**src/rtl/wash_pkg.sv**
```systemverilog
// Shared types and constants for the washing-machine cycle sequencer.
package wash_pkg;

  // Program phases in execution order. PhSpare is never entered; the
  // sequencer treats it as IDLE so a corrupted state register recovers.
  typedef enum logic [3:0] {
    PhIdle,
    PhFillW,
    PhWash,
    PhDrainW,
    PhFillR,
    PhRinse,
    PhDrainR,
    PhSpin,
    PhSpare
  } phase_e;

  localparam logic [1:0] RS_IDLE  = 2'd0;
  localparam logic [1:0] RS_WASH  = 2'd1;
  localparam logic [1:0] RS_RINSE = 2'd2;
  localparam logic [1:0] RS_SPIN  = 2'd3;

  localparam int unsigned WASH_T_DEF  = 9;
  localparam int unsigned RINSE_T_DEF = 6;
  localparam int unsigned SPIN_T_DEF  = 3;

  localparam int unsigned REM_W = 8;
  localparam int unsigned CNT_W = 6;

  // Successor phase; SPIN wraps back to IDLE.
  function automatic phase_e next_phase(input phase_e ph);
    case (ph)
      PhFillW:  next_phase = PhWash;
      PhWash:   next_phase = PhDrainW;
      PhDrainW: next_phase = PhFillR;
      PhFillR:  next_phase = PhRinse;
      PhRinse:  next_phase = PhDrainR;
      PhDrainR: next_phase = PhSpin;
      default:  next_phase = PhIdle;
    endcase
  endfunction

endpackage

```
**src/rtl/phase_timer.sv**
```systemverilog
// Per-phase down-counter; expire flags the enabled tick that ends a phase.
module phase_timer
  import wash_pkg::*;
(
  input  logic             clk,
  input  logic             rst,
  input  logic             load,
  input  logic [CNT_W-1:0] load_val,
  input  logic             en,
  output logic             expire
);

  logic [CNT_W-1:0] cnt_q;

  // Load wins over counting; the counter parks at zero.
  always_ff @(posedge clk) begin
    if (rst) begin
      cnt_q <= '0;
    end else if (load) begin
      cnt_q <= load_val;
    end else if (en && (cnt_q != '0)) begin
      cnt_q <= cnt_q - 1'b1;
    end
  end

  assign expire = en && (cnt_q == CNT_W'(1));

endmodule

```
**src/rtl/wash_sequencer.sv**
```systemverilog
// Wash-program sequencer: phase FSM, pause control, total-time countdown.
module wash_sequencer
  import wash_pkg::*;
#(
  parameter int unsigned WASH_T  = WASH_T_DEF,
  parameter int unsigned RINSE_T = RINSE_T_DEF,
  parameter int unsigned SPIN_T  = SPIN_T_DEF
) (
  input  logic             clk,
  input  logic             rst,
  input  logic             power_on,
  input  logic             start_pause,
  input  logic             tick_1s,
  input  logic [2:0]       water_level,
  output logic [1:0]       run_state,
  output logic             fill_valve,
  output logic             drain_valve,
  output logic             motor_on,
  output logic             spin_fast,
  output logic             paused,
  output logic             finish,
  output logic [REM_W-1:0] remaining_time
);

  localparam logic [REM_W-1:0] AGIT_SUM = REM_W'(WASH_T + RINSE_T + SPIN_T);

  phase_e           phase_q, phase_d;
  logic             paused_q, paused_d;
  logic             finish_q, finish_d;
  logic [REM_W-1:0] rem_q, rem_d;
  logic [2:0]       level_q, level_d;

  logic             clear;
  logic             count;
  logic             expire;
  logic             t_load;
  logic [CNT_W-1:0] t_load_val;
  logic [2:0]       start_lvl;
  phase_e           succ;

  // Power loss acts as a reset one edge later, without a finish pulse.
  assign clear     = rst || !power_on;
  assign count     = (phase_q != PhIdle) && !paused_q && tick_1s;
  assign start_lvl = (water_level == 3'd0) ? 3'd1 : water_level;
  assign succ      = next_phase(phase_q);

  phase_timer u_timer (
    .clk      (clk),
    .rst      (clear),
    .load     (t_load),
    .load_val (t_load_val),
    .en       (count),
    .expire   (expire)
  );

  // Next-state logic: start, counted ticks, phase advance and pause toggle.
  always_comb begin
    phase_d    = phase_q;
    paused_d   = paused_q;
    finish_d   = 1'b0;
    rem_d      = rem_q;
    level_d    = level_q;
    t_load     = 1'b0;
    t_load_val = '0;

    if (phase_q == PhIdle || phase_q == PhSpare) begin
      phase_d  = PhIdle;
      paused_d = 1'b0;
      if (start_pause) begin
        phase_d    = PhFillW;
        level_d    = start_lvl;
        t_load     = 1'b1;
        t_load_val = {3'b000, start_lvl};
        rem_d      = {3'b000, start_lvl, 2'b00} + AGIT_SUM;
      end
    end else begin
      // Tick is judged against pre-toggle pause state.
      if (start_pause) begin
        paused_d = !paused_q;
      end
      if (count) begin
        rem_d = rem_q - 1'b1;
        if (expire) begin
          phase_d = succ;
          t_load  = 1'b1;
          case (succ)
            PhWash:  t_load_val = CNT_W'(WASH_T);
            PhRinse: t_load_val = CNT_W'(RINSE_T);
            PhSpin:  t_load_val = CNT_W'(SPIN_T);
            PhIdle:  t_load_val = '0;
            default: t_load_val = {3'b000, level_q};
          endcase
          if (succ == PhIdle) begin
            finish_d = 1'b1;
            paused_d = 1'b0;
            rem_d    = '0;
          end
        end
      end
    end
  end

  // State registers; rst and power loss both abort to IDLE.
  always_ff @(posedge clk) begin
    if (clear) begin
      phase_q  <= PhIdle;
      paused_q <= 1'b0;
      finish_q <= 1'b0;
      rem_q    <= '0;
      level_q  <= '0;
    end else begin
      phase_q  <= phase_d;
      paused_q <= paused_d;
      finish_q <= finish_d;
      rem_q    <= rem_d;
      level_q  <= level_d;
    end
  end

  // Output decode from registered phase; actuators are off while paused.
  always_comb begin
    run_state   = RS_IDLE;
    fill_valve  = 1'b0;
    drain_valve = 1'b0;
    motor_on    = 1'b0;
    spin_fast   = 1'b0;
    case (phase_q)
      PhFillW:  begin run_state = RS_WASH;  fill_valve  = !paused_q; end
      PhWash:   begin run_state = RS_WASH;  motor_on    = !paused_q; end
      PhDrainW: begin run_state = RS_WASH;  drain_valve = !paused_q; end
      PhFillR:  begin run_state = RS_RINSE; fill_valve  = !paused_q; end
      PhRinse:  begin run_state = RS_RINSE; motor_on    = !paused_q; end
      PhDrainR: begin run_state = RS_RINSE; drain_valve = !paused_q; end
      PhSpin: begin
        run_state   = RS_SPIN;
        drain_valve = !paused_q;
        motor_on    = !paused_q;
        spin_fast   = !paused_q;
      end
      default: run_state = RS_IDLE;
    endcase
  end

  assign paused         = paused_q;
  assign finish         = finish_q;
  assign remaining_time = rem_q;

endmodule

```
**config.mk**
```make
export PLATFORM = sky130hd
export DESIGN_NAME = wash_sequencer
export DESIGN_NICKNAME = d
export VERILOG_FILES = /design/src/rtl/wash_pkg.sv /design/src/rtl/phase_timer.sv /design/src/rtl/wash_sequencer.sv
export SDC_FILE = /design/constraint.sdc
export NUM_CORES = 1
export LEC_CHECK = 0
export CORE_UTILIZATION = 53
export DETAILED_ROUTE_END_ITERATION = 7
export PLACE_DENSITY = 0.79
export SLEW_MARGIN = 15
export SYNTH_ARGS = -nofsm -noshare
export SYNTH_HDL_FRONTEND = slang
export SYNTH_SLANG_ARGS = --single-unit
```
**constraint.sdc**
```tcl
create_clock -name clk -period 2.3 [get_ports clk]
set_input_delay 0.345 -clock clk [delete_from_list [all_inputs] [get_ports clk]]
set_output_delay 0.345 -clock clk [all_outputs]
set_load 0.02 [all_outputs]
```
---- Word level (Yosys, flattened, before mapping) ----
Index checks and enable logic that the tools add are counted.
storage, ports and cells
  register bits after elaboration ......... 23
  input port bits ......................... 8
  output and inout bits ................... 16
  word-level logic and storage cells ...... 82
cells by class
  add/subtract/negate cells ............... 3
  multiplexer cells ....................... 32
  equality and inequality tests ........... 13
  reductions and logical operators ........ 26
  bitwise logic cells ..................... 2
operator list
  operator                                                                number
  8-bit two-way mux                                                       5
  4-bit by 3-bit equality test with 1-bit output (second input constant)  6
  4-bit two-way mux                                                       5
  6-bit two-way mux                                                       3
  3-bit case mux with 6 select lines                                      1
  4-bit case mux with 4 select lines                                      1
  1-bit two-way mux                                                       14
  4-bit by 2-bit equality test with 1-bit output (second input constant)  3
  3-bit OR reduction                                                      4
  4-bit logical NOT                                                       2
  8-bit by 1-bit subtractor with 8-bit output (second input constant)     1
  5-bit by 5-bit adder with 6-bit output (second input constant)          1
  6-bit by 1-bit equality test with 1-bit output (second input constant)  1
  3-bit two-way mux                                                       2
  2-bit case mux with 3 select lines                                      1
  2-bit AND reduction                                                     3
  2-bit nonzero test                                                      3
  6-bit nonzero test                                                      1
  6-bit by 1-bit subtractor with 6-bit output (second input constant)     1
  4-bit by 1-bit equality test with 1-bit output (second input constant)  1
  4-bit equality test (second input constant)                             1
  1-bit logical AND                                                       4
  4-bit nonzero test                                                      1
  2-bit OR reduction                                                      2
  other kinds (6)                                                         9

---- Logic depth before layout (Yosys ltp) ----
Gate-level depths: netlist of the first run.
  depth in word-level cells ............... 8
  depth in mapped cells ................... 6
  mapped depth without buffers ............ 6

---- By module ----
A second synthesis of the first run with hierarchy kept.
unflattened totals
  cells, all modules ...................... 188
  area, all modules ....................... 1491.4 µm²
by module, submodules not included
  module          times used  area an instance (µm²)  cells an instance
  wash_sequencer  1           1058.5                  138
  phase_timer     1           432.9                   50

---- Worst setup path before layout of the first run ----
OpenSTA, ideal clock, no wires.
  path kind ............................... register to output
  start ................................... reg phase_q[0]
  end ..................................... out spin_fast
  setup slack ............................. 0.575 ns
  cell stages (with the launch flop) ...... 4
  arrival ................................. 1.380 ns
  buffers on the path ..................... 1
  cells stage by stage .................... dfxtp_1 > clkbuf_1 > inv_1 > nor3_1
between the ends
  longest elaborated chain between the ends .. 2
ends and longest elaborated chain
  element                                         RTL line               source
  from (decl)                                     wash_sequencer.sv:27   phase_e phase_q, phase_d;
  from (signal assigned)                          wash_sequencer.sv:106  phase_q <= PhIdle;
  from (signal assigned)                          wash_sequencer.sv:112  phase_q <= phase_d;
  4-bit by 3-bit equality test with 1-bit output  wash_sequencer.sv:127  case (phase_q)
  1-bit two-way mux                               wash_sequencer.sv:127
  to (decl)                                       wash_sequencer.sv:19   output logic spin_fast,
Every way passes these cells.

---- Worst setup path in the final report of the first run ----
  start ................................... reg phase_q[0]
  end ..................................... out drain_valve
between the ends
  longest elaborated chain between the ends .. 3
  elaborated cells between the ends (all ways) .. 5
  classes of those cells .................. eq/ne (3); mux (1); reduce/logical (1)
ends and longest elaborated chain
  element                                                                                                                  RTL line               source
  4-bit by 3-bit equality test with 1-bit output / 4-bit by 2-bit equality test with 1-bit output (equally long branches)  wash_sequencer.sv:127
  3-bit OR reduction (no line) *                                                                                           --
  1-bit two-way mux *                                                                                                      --
  to (decl)                                                                                                                wash_sequencer.sv:17   output logic drain_valve,
Mark *: on every way between the ends. The rest lies on a longest branch, timed or not.

==> summary.md, run 1 <==
| Metric | Value |
|---|---|
| Outcome | `complete, no violations` |
| Ports | `24` |
| WL final | `roughly 3900 um` |
| Final non-filler cell area | `1793 um2` |
| Avg Inst Size Synth | `roughly 8.2 um2` |
| Initial DRC Count | `86` |
| Commonest cells post-synth | `dfxtp_1, nand2_1, nor2_1` |
| # placed instances | `between 200 and 250` |
| Fin worst setup slack | `0.1249 ns` |
| Share of layout cells above drive strength 1 | `about 14%` |
| Yosys warns | `0` |
| Final period utilization | `roughly 95%` |
| Post-DP HPWL | `2934 um` |
| Max clock buf depth | `2` |
| Drt drc | `0` |
| Post-DRT Antenna Nets | `0` |
| Root Buffer | `clkbuf_4` |
| Crit-path max FO | `13` |
| Critical Path Sink Type | `output port` |
| Post-CTS Setup Inserts | `0` |
| DIE HEIGHT | `roughly 55 um` |
| Post-synth top area cell | `dfxtp_1` |
| Placed instance area | `between 1500 and 2000 um2` |
| # clock sinks | `22` |
| Drt pass-1 iters | `4` |
| Power Density | `463.3 nW/um2` |
| Most numerous cell in the Yosys netlist | `dfxtp_1` |
| Hold Violations, Final | `0` |
| Global route total overflow | `0` |
| Hold Buf Count CTS | `0` |
| Total Power | `about 0.83 mW` |
| Post-synthesis sequential area ratio | `between 20% and 30%` |
| Max cap viols | `0` |
| Worst slew margin | `44.69%` |
| Setup crit start kind | `flip-flop` |
| Placeable core area | `2567 um2` |
| Routability cong. | `approximately 0.84` |
| Area contributors post-synth | `dfxtp_1, nand2_1, nor2_1, a21oi_1, inv_1` |
| Vias in the first global route | `around 1400` |
| Min cycle time layout | `between 2 and 2.5 ns` |
| Total CTS buffers | `3` |
| Nets | `around 220` |
| Worst slew pin tran | `0.8220 ns` |
| Req. time, crit path | `just under 2 ns` |
| Leakage power | `approximately 0.64 nW` |
| Worst clock skew | `between 0.003 and 0.004 ns` |
| Fin cells | `roughly 230` |
| First-pass GRT wire length | `6313 um` |
| Post-Route Setup TNS | `0 ns` |
| Worst-path clk slew | `0.13 ns` |
| Via count | `roughly 1500` |
| Via/cell ratio | `6.491` |
| Max Freq | `0.4598 GHz` |
| RSZ-0062 raised after global routing | `false` |
| Synthesized Nets | `roughly 190` |
| HP Class | `flip-flop to flip-flop` |
| ANT cells | `0` |
| TritonCTS clock tree | `built` |
| Top FF cell, synth | `dfxtp_1` |
| Max IR drop VDD | `approximately 0.34 mV` |
| Area fraction of the dominant cell type after synthesis | `about 30%` |
| H-tree depth | `1` |
| Clk Latency, worst-skew pair | `between 0.3 and 0.4 ns` |
| Max Slew Vio Count | `0` |
| Worst Hold Slack | `a little under 0.5 ns` |
| IO buf count | `23` |
| Setup CP Type | `flip-flop to output port` |
| # rows | `18` |
| Final Setup Violations | `0` |
| Initial core utilization | `57.94%` |
| Pin count of the biggest net entering global routing | `14` |
| CP arrival | `1.83 ns` |
| Netlist cell types | `60` |
| Mapped Area | `1488 um2` |
| Asr flop ratio synth | `0%` |
| Cells after Synth | `181` |
| Horiz. Die Dim | `approximately 55 um` |
| Fin util | `69.83%` |
| Place WS | `roughly 0.27 ns` |
| Post-synth EDFFs | `0` |
| All-layer global routing usage | `~30%` |
| #FFs+latches synth | `22` |
| Die ar. | `~3000 um2` |
| Wire per inst | `16.57 um` |
| Synth-to-layout area growth | `20.52%` |
| Initial antenna violation count | `0` |
## cells by family after synthesis
group / synth area share (%)
AOI/OAI and AO/OA: 23.13
xor gates and xnor gates: 4.709
adders and majority gates: 2.523
buffers and inverters: 6.140
DFF: 29.60
muxes: 0.6729
and+or+nand+nor: 33.22
## registers in the layout, indices dropped and copies added (netlist names)
register,count
finish,1
level_q,3
remaining_time,8
paused,1
phase_q,3
u_timer.cnt_q,6
## critical path: stages, from the launching register on
cell and delay (ns):
dfxtp_2 0.51, buf_4 0.20, nor2_1 0.05, nor3_1 0.14, clkdlybuf4s50_1 0.63
## worst paths after layout
path / startpoint / end / slack [ns] / cells after the start
setup / recovery: phase_q[0]$_SDFFE_PP0P_ / drain_valve / 0.12 / 4
hold / removal: level_q[1]$_SDFFE_PP0P_ / level_q[1]$_SDFFE_PP0P_ / 0.48 / 2
setup reg to reg: phase_q[0]$_SDFFE_PP0P_ / u_timer.cnt_q[0]$_SDFFE_PP0P_ / 0.41 / 5
hold reg to reg: level_q[1]$_SDFFE_PP0P_ / level_q[1]$_SDFFE_PP0P_ / 0.48 / 2
## power breakdown
| group | internal [mW] | switching, mW | leakage [nW] |
|---|---|---|---|
| Combinational | 0.0873 | 0.112 | 0.441 |
| Clock | 0.0967 | 0.125 | 0.0210 |
| Sequential | 0.392 | 0.0181 | 0.180 |
| Total | 0.576 | 0.255 | 0.642 |
## timing repair
action,in CTS,in global routing
endpoints found under the setup margin,3,2
resized for setup,2,2
cloned,0,0
pin swaps,0,0
## layer usage
metal	global-route usage, %	up-vias	part of all wire, %	wire length (um)
li1	-	716	-	-
met1	39.74	712	44	1721
met4	15.00	0	3.5	135
met5	0	-	0	0
met2	45.18	74	46	1781
met3	4.645	17	6.2	239
## placed cells by master (no fill, tap or decap), types with 4 or more instances in the layout
cell and count:
dfxtp_1 19, xor2_1 4, nand2_1 18, o32ai_1 4, buf_4 6, a21oi_1 11, nand3_1 6, inv_1 11
xnor2_1 4, clkdlybuf4s50_1 23, nand2b_1 4, nor3_1 7, nor2_1 15
## final cells by class
type                    instances  area (um2)
fillers                       231       774.5
inverters                      11       41.29
multi-input cells             138       955.9
flip-flops and latches         22       446.7
well taps                      30       37.54
clock buffers                   4       36.28
repair buffers                 29       275.3
Power figures use the tool's default switching activity.
==> run 2: changes to the inputs <==
--- a/config.mk
+++ b/config.mk
@@ -5,10 +5,11 @@
 export SDC_FILE = /design/constraint.sdc
 export NUM_CORES = 1
 export LEC_CHECK = 0
-export CORE_UTILIZATION = 53
+export CORE_UTILIZATION = 48
 export DETAILED_ROUTE_END_ITERATION = 7
-export PLACE_DENSITY = 0.79
+export PLACE_DENSITY = 0.76
 export SLEW_MARGIN = 15
 export SYNTH_ARGS = -nofsm -noshare
 export SYNTH_HDL_FRONTEND = slang
+export SYNTH_HIERARCHICAL = 1
 export SYNTH_SLANG_ARGS = --single-unit
==> constraint.sdc (replaced) <==
create_clock -name clk -period 2 [get_ports clk]
set_input_delay 0.3 -clock clk [delete_from_list [all_inputs] [get_ports clk]]
set_output_delay 0.3 -clock clk [all_outputs]
set_load 0.02 [all_outputs]
==> run 2 against run 1 <==
The run now ends with DRC left; clock-buffer cell count is 1 lower; hold slack worse by 0.013 ns; register-to-register slack worse by 0.30 ns; die area is 10% higher; design area is 10% higher; non-clock buffer count is 17 higher; critical path depth is 1 higher; synthesized cell count is 3.9% higher; combinational power is 22% higher; largest power group unchanged.
==> summary.md, run 2 <==
| Metric | Value |
|---|---|
| Outcome | `finished with violations` |
| Violated checks | `DRC` |
| Commonest non-fill, non-tap cells in the layout | `buf_4, dfxtp_1, clkdlybuf4s50_1` |
| Synth-to-layout area growth | `32.21%` |
| Placeable core area | `2853 um2 (+11%)` |
| Setup CP Type | `flip-flop to flip-flop` |
| Bufs and invs on worst path | `0 (-2)` |
| First-pass GRT wire length | `6810 um (+7.9%)` |
| Clk Latency, worst-skew pair | `0.32 ns (about the same)` |
| WL final | `4036 um (+4.1%)` |
| Critical Path Sink Type | `flip-flop` |
| DIE HEIGHT | `57.74 um (+5.0%)` |
| Total CTS buffers | `3 (unchanged)` |
| Initial core utilization | `52.28% (-5.7 points)` |
| Max reg flops | `8 (unchanged)` |
| Drt drc | `2 (+2)` |
| Detail Route met3 WL | `272 um (+14%)` |
| Crit-path max cell delay | `0.49 ns (-0.14 ns)` |
| Top layer used by detailed routing | `met4` |
| H-tree depth | `1 (unchanged)` |
| Min cycle time layout | `1.892 ns` |
| All-layer global routing usage | `26.33% (-3.2 points)` |
| Leakage power | `0.7454 nW (+16%)` |
| Fin cells | `257 (+9.8%)` |
| # clock sinks | `22 (unchanged)` |
| Yosys warns | `6 (+6)` |
| Initial DRC Count | `82 (-4.7%)` |
| Final non-filler cell area | `1972 um2 (+10%)` |
| Via/cell ratio | `6.136 (-5.5%)` |
| Pin count of the biggest net entering global routing | `16 (+2)` |
| Hold Violations, Final | `0 (unchanged)` |
| HP Class | `flip-flop to flip-flop` |
| Crit-path max FO | `6 (-7)` |
| ANT cells | `0 (unchanged)` |
| RSZ-0062 raised after global routing | `false` |
| IO buf count | `23 (unchanged)` |
| Cells along the critical path | `nor3_4, nor2_4, or4b_4, or4_1, a311oi_1` |
| Post-synth top area cell | `dfxtp_1` |
| Horiz. Die Dim | `57.74 um (+5.0%)` |
| Worst-path clk slew | `0.14 ns (about the same)` |
| Initial antenna violation count | `0 (unchanged)` |
| Routability cong. | `0.8468 (+0.74%)` |
| Die ar. | `3334 um2 (+10%)` |
| CP top delay family | `simple AND/OR/NAND/NOR gates` |
| Max cap viols | `0 (unchanged)` |
| Setup crit start kind | `flip-flop` |
| Hold Buf Count CTS | `0 (unchanged)` |
| Wire per inst | `15.70 um (-5.2%)` |
| Mapped Area | `1491 um2 (+0.25%)` |
| Most common cell after layout, fill and taps aside | `buf_4` |
| Max Freq | `0.5286 GHz` |
| FF+latch area | `444.2 um2 (-0.56%)` |
| Root Buffer | `clkbuf_4` |
| Share of layout cells above drive strength 1 | `22.12% (+7.9 points)` |
| Max IR drop VDD | `0.3987 mV (+19%)` |
| Critical path's slowest cell | `or4b_4` |
| Netlist cell types | `58 (-3.3%)` |
| CP arrival | `2.13 ns (+0.30 ns)` |
| Post-DRT Antenna Nets | `0 (unchanged)` |
| Final period utilization | `a little over nine tenths` |
| Most numerous cell in the Yosys netlist | `dfxtp_1` |
| Drt pass-1 iters | `8 (+4)` |
| Post-synth EDFFs | `0 (unchanged)` |
| Met2 wire len | `2025 um (+14%)` |
| Top FF cell, synth | `dfxtp_1` |
| Post-synthesis sequential area ratio | `29.53% (-0.075 points)` |
| Area fraction of the dominant cell type after synthesis | `29.53% (-0.075 points)` |
| Ports | `24 (unchanged)` |
| TritonCTS clock tree | `built` |
| Cells after Synth | `188 (+3.9%)` |
| Req. time, crit path | `2.24 ns (+0.28 ns)` |
| Vias in the first global route | `1484 (+8.9%)` |
| # placed instances | `253 (+10%)` |
| # rows | `19 (+1)` |
| #FFs+latches synth | `22 (unchanged)` |
| Max Slew Vio Count | `0 (unchanged)` |
| Asr flop ratio synth | `0% (unchanged)` |
| Max clock buf depth | `2 (unchanged)` |
| Area contributors post-synth | `dfxtp_1, nor3_1, a21oi_1, nor2_1, nand2_1` |
| Multi-input logic area | `996.0 um2 (+4.2%)` |
| Commonest cells post-synth | `dfxtp_1, nor2_1, nand2_1` |
| Via count | `1577 (+3.8%)` |
| Post-DP HPWL | `2960 um (+0.88%)` |
| Avg Inst Size Synth | `7.933 um2 (-3.5%)` |
| Fillers | `236 (+2.2%)` |
| Wl on met1 | `1645 um (-4.4%)` |
| Power Density | `547.4 nW/um2 (+18%)` |
| Global route total overflow | `0 (unchanged)` |
| Placed instance area | `1879 um2 (+7.4%)` |
| Nets | `239 (+11%)` |
| Post-Route Setup TNS | `0 ns (unchanged)` |
| Worst clock skew | `0.003862 ns (+0.0006578 ns)` |
| Final Setup Violations | `0 (unchanged)` |
run 2: cell count changes after synthesis, sizes merged, moves of 3 or more:
| cell | delta |
|---|---|
| o21ai | +11 |
| nand2 | -6 |
| nor3 | +5 |
| nand4 | -4 |
| o32ai | -4 |
| or4b | +4 |
| nand2b | -3 |
| nor4 | +3 |
| xor2 | -3 |
run 2: timing repair:
action	4_1_cts	5_1_grt
setup buffers	0	0
gates resized for setup	8	9
setup endpoints to repair	5	6
pin swaps	0	2
hold endpoints to repair	0	0
run 2: cells by family (layout without fill, tap and decap cells):
| family | count (synthesis) | after routing | synth area share, % |
|---|---|---|---|
| AO/OA/AOI/OAI | 49 | 49 | 22.57 |
| buffers and inverters | 24 | 61 | 8.389 |
| XOR/XNOR | 4 | 4 | 2.349 |
| multiplexers | 1 | 1 | 0.6712 |
| flip-flops | 22 | 22 | 29.53 |
| AND/OR/NAND/NOR | 83 | 83 | 32.89 |
| adder cells (fa/ha/maj) | 4 | 4 | 3.356 |
| other | 1 | 2 | 0.2514 |
run 2: report_power, final:
part | leakage (nW) | internal, mW | switching (mW)
clock network | 0.0279 | 0.203 | 0.152
registers | 0.180 | 0.461 | 0.0229
logic | 0.537 | 0.115 | 0.126
total | 0.745 | 0.778 | 0.301
run 2: worst reg2reg max path, cell delays in order (launching register included):
cell and delay [ns]:
dfxtp_2 0.44, nor3_4 0.08, nor2_4 0.12, or4b_4 0.49
or4_1 0.42, a311oi_1 0.27
run 2: worst paths after layout:
check | start | end | slack, ns | cells past startpoint
setup / recovery | phase_q[2]$_SDFFE_PP0P_ | u_timer/cnt_q[5]$_SDFFE_PP0P_ | 0.11 | 5
hold / removal | remaining_time[7]$_SDFFE_PP0P_ | remaining_time[7]$_SDFFE_PP0P_ | 0.47 | 1
setup reg to reg | phase_q[2]$_SDFFE_PP0P_ | u_timer/cnt_q[5]$_SDFFE_PP0P_ | 0.11 | 5
hold reg to reg | remaining_time[7]$_SDFFE_PP0P_ | remaining_time[7]$_SDFFE_PP0P_ | 0.47 | 1
run 2: metal layers:
layer | track usage [%] | up-vias
met5 | 0 | -
met4 | 11.90 | 0
met3 | 3.795 | 12
met2 | 44.19 | 64
met1 | 33.66 | 741
li1 | - | 760
run 2: metrics by stage:
stage          utilization, %  setup slack [ns]  power, mW  hold WS [ns]
4_1_cts                 67.63           0.01444      1.076        0.4767
3_3_place_gp            65.88           -0.2462     0.7211        0.4561
3_5_place_dp            65.88           -0.3053     0.7271        0.4568
6_report                69.12            0.1082      1.079        0.4702
2_1_floorplan               -        0.00008815     0.6407        0.4490
5_1_grt                 69.12           0.02041      1.132        0.4886
run 2: layout make-up:
| cell class | instances | area share, % |
|---|---|---|
| Clock inverter | 1 | 1.523 |
| Timing Repair Buffer | 46 | 20.24 |
| Sequential cell | 22 | 22.53 |
| Inverter | 11 | 2.094 |
| Tap cell | 31 | 1.967 |
| Clock buffer | 3 | 1.142 |
| Multi-Input combinational cell | 143 | 50.51 |
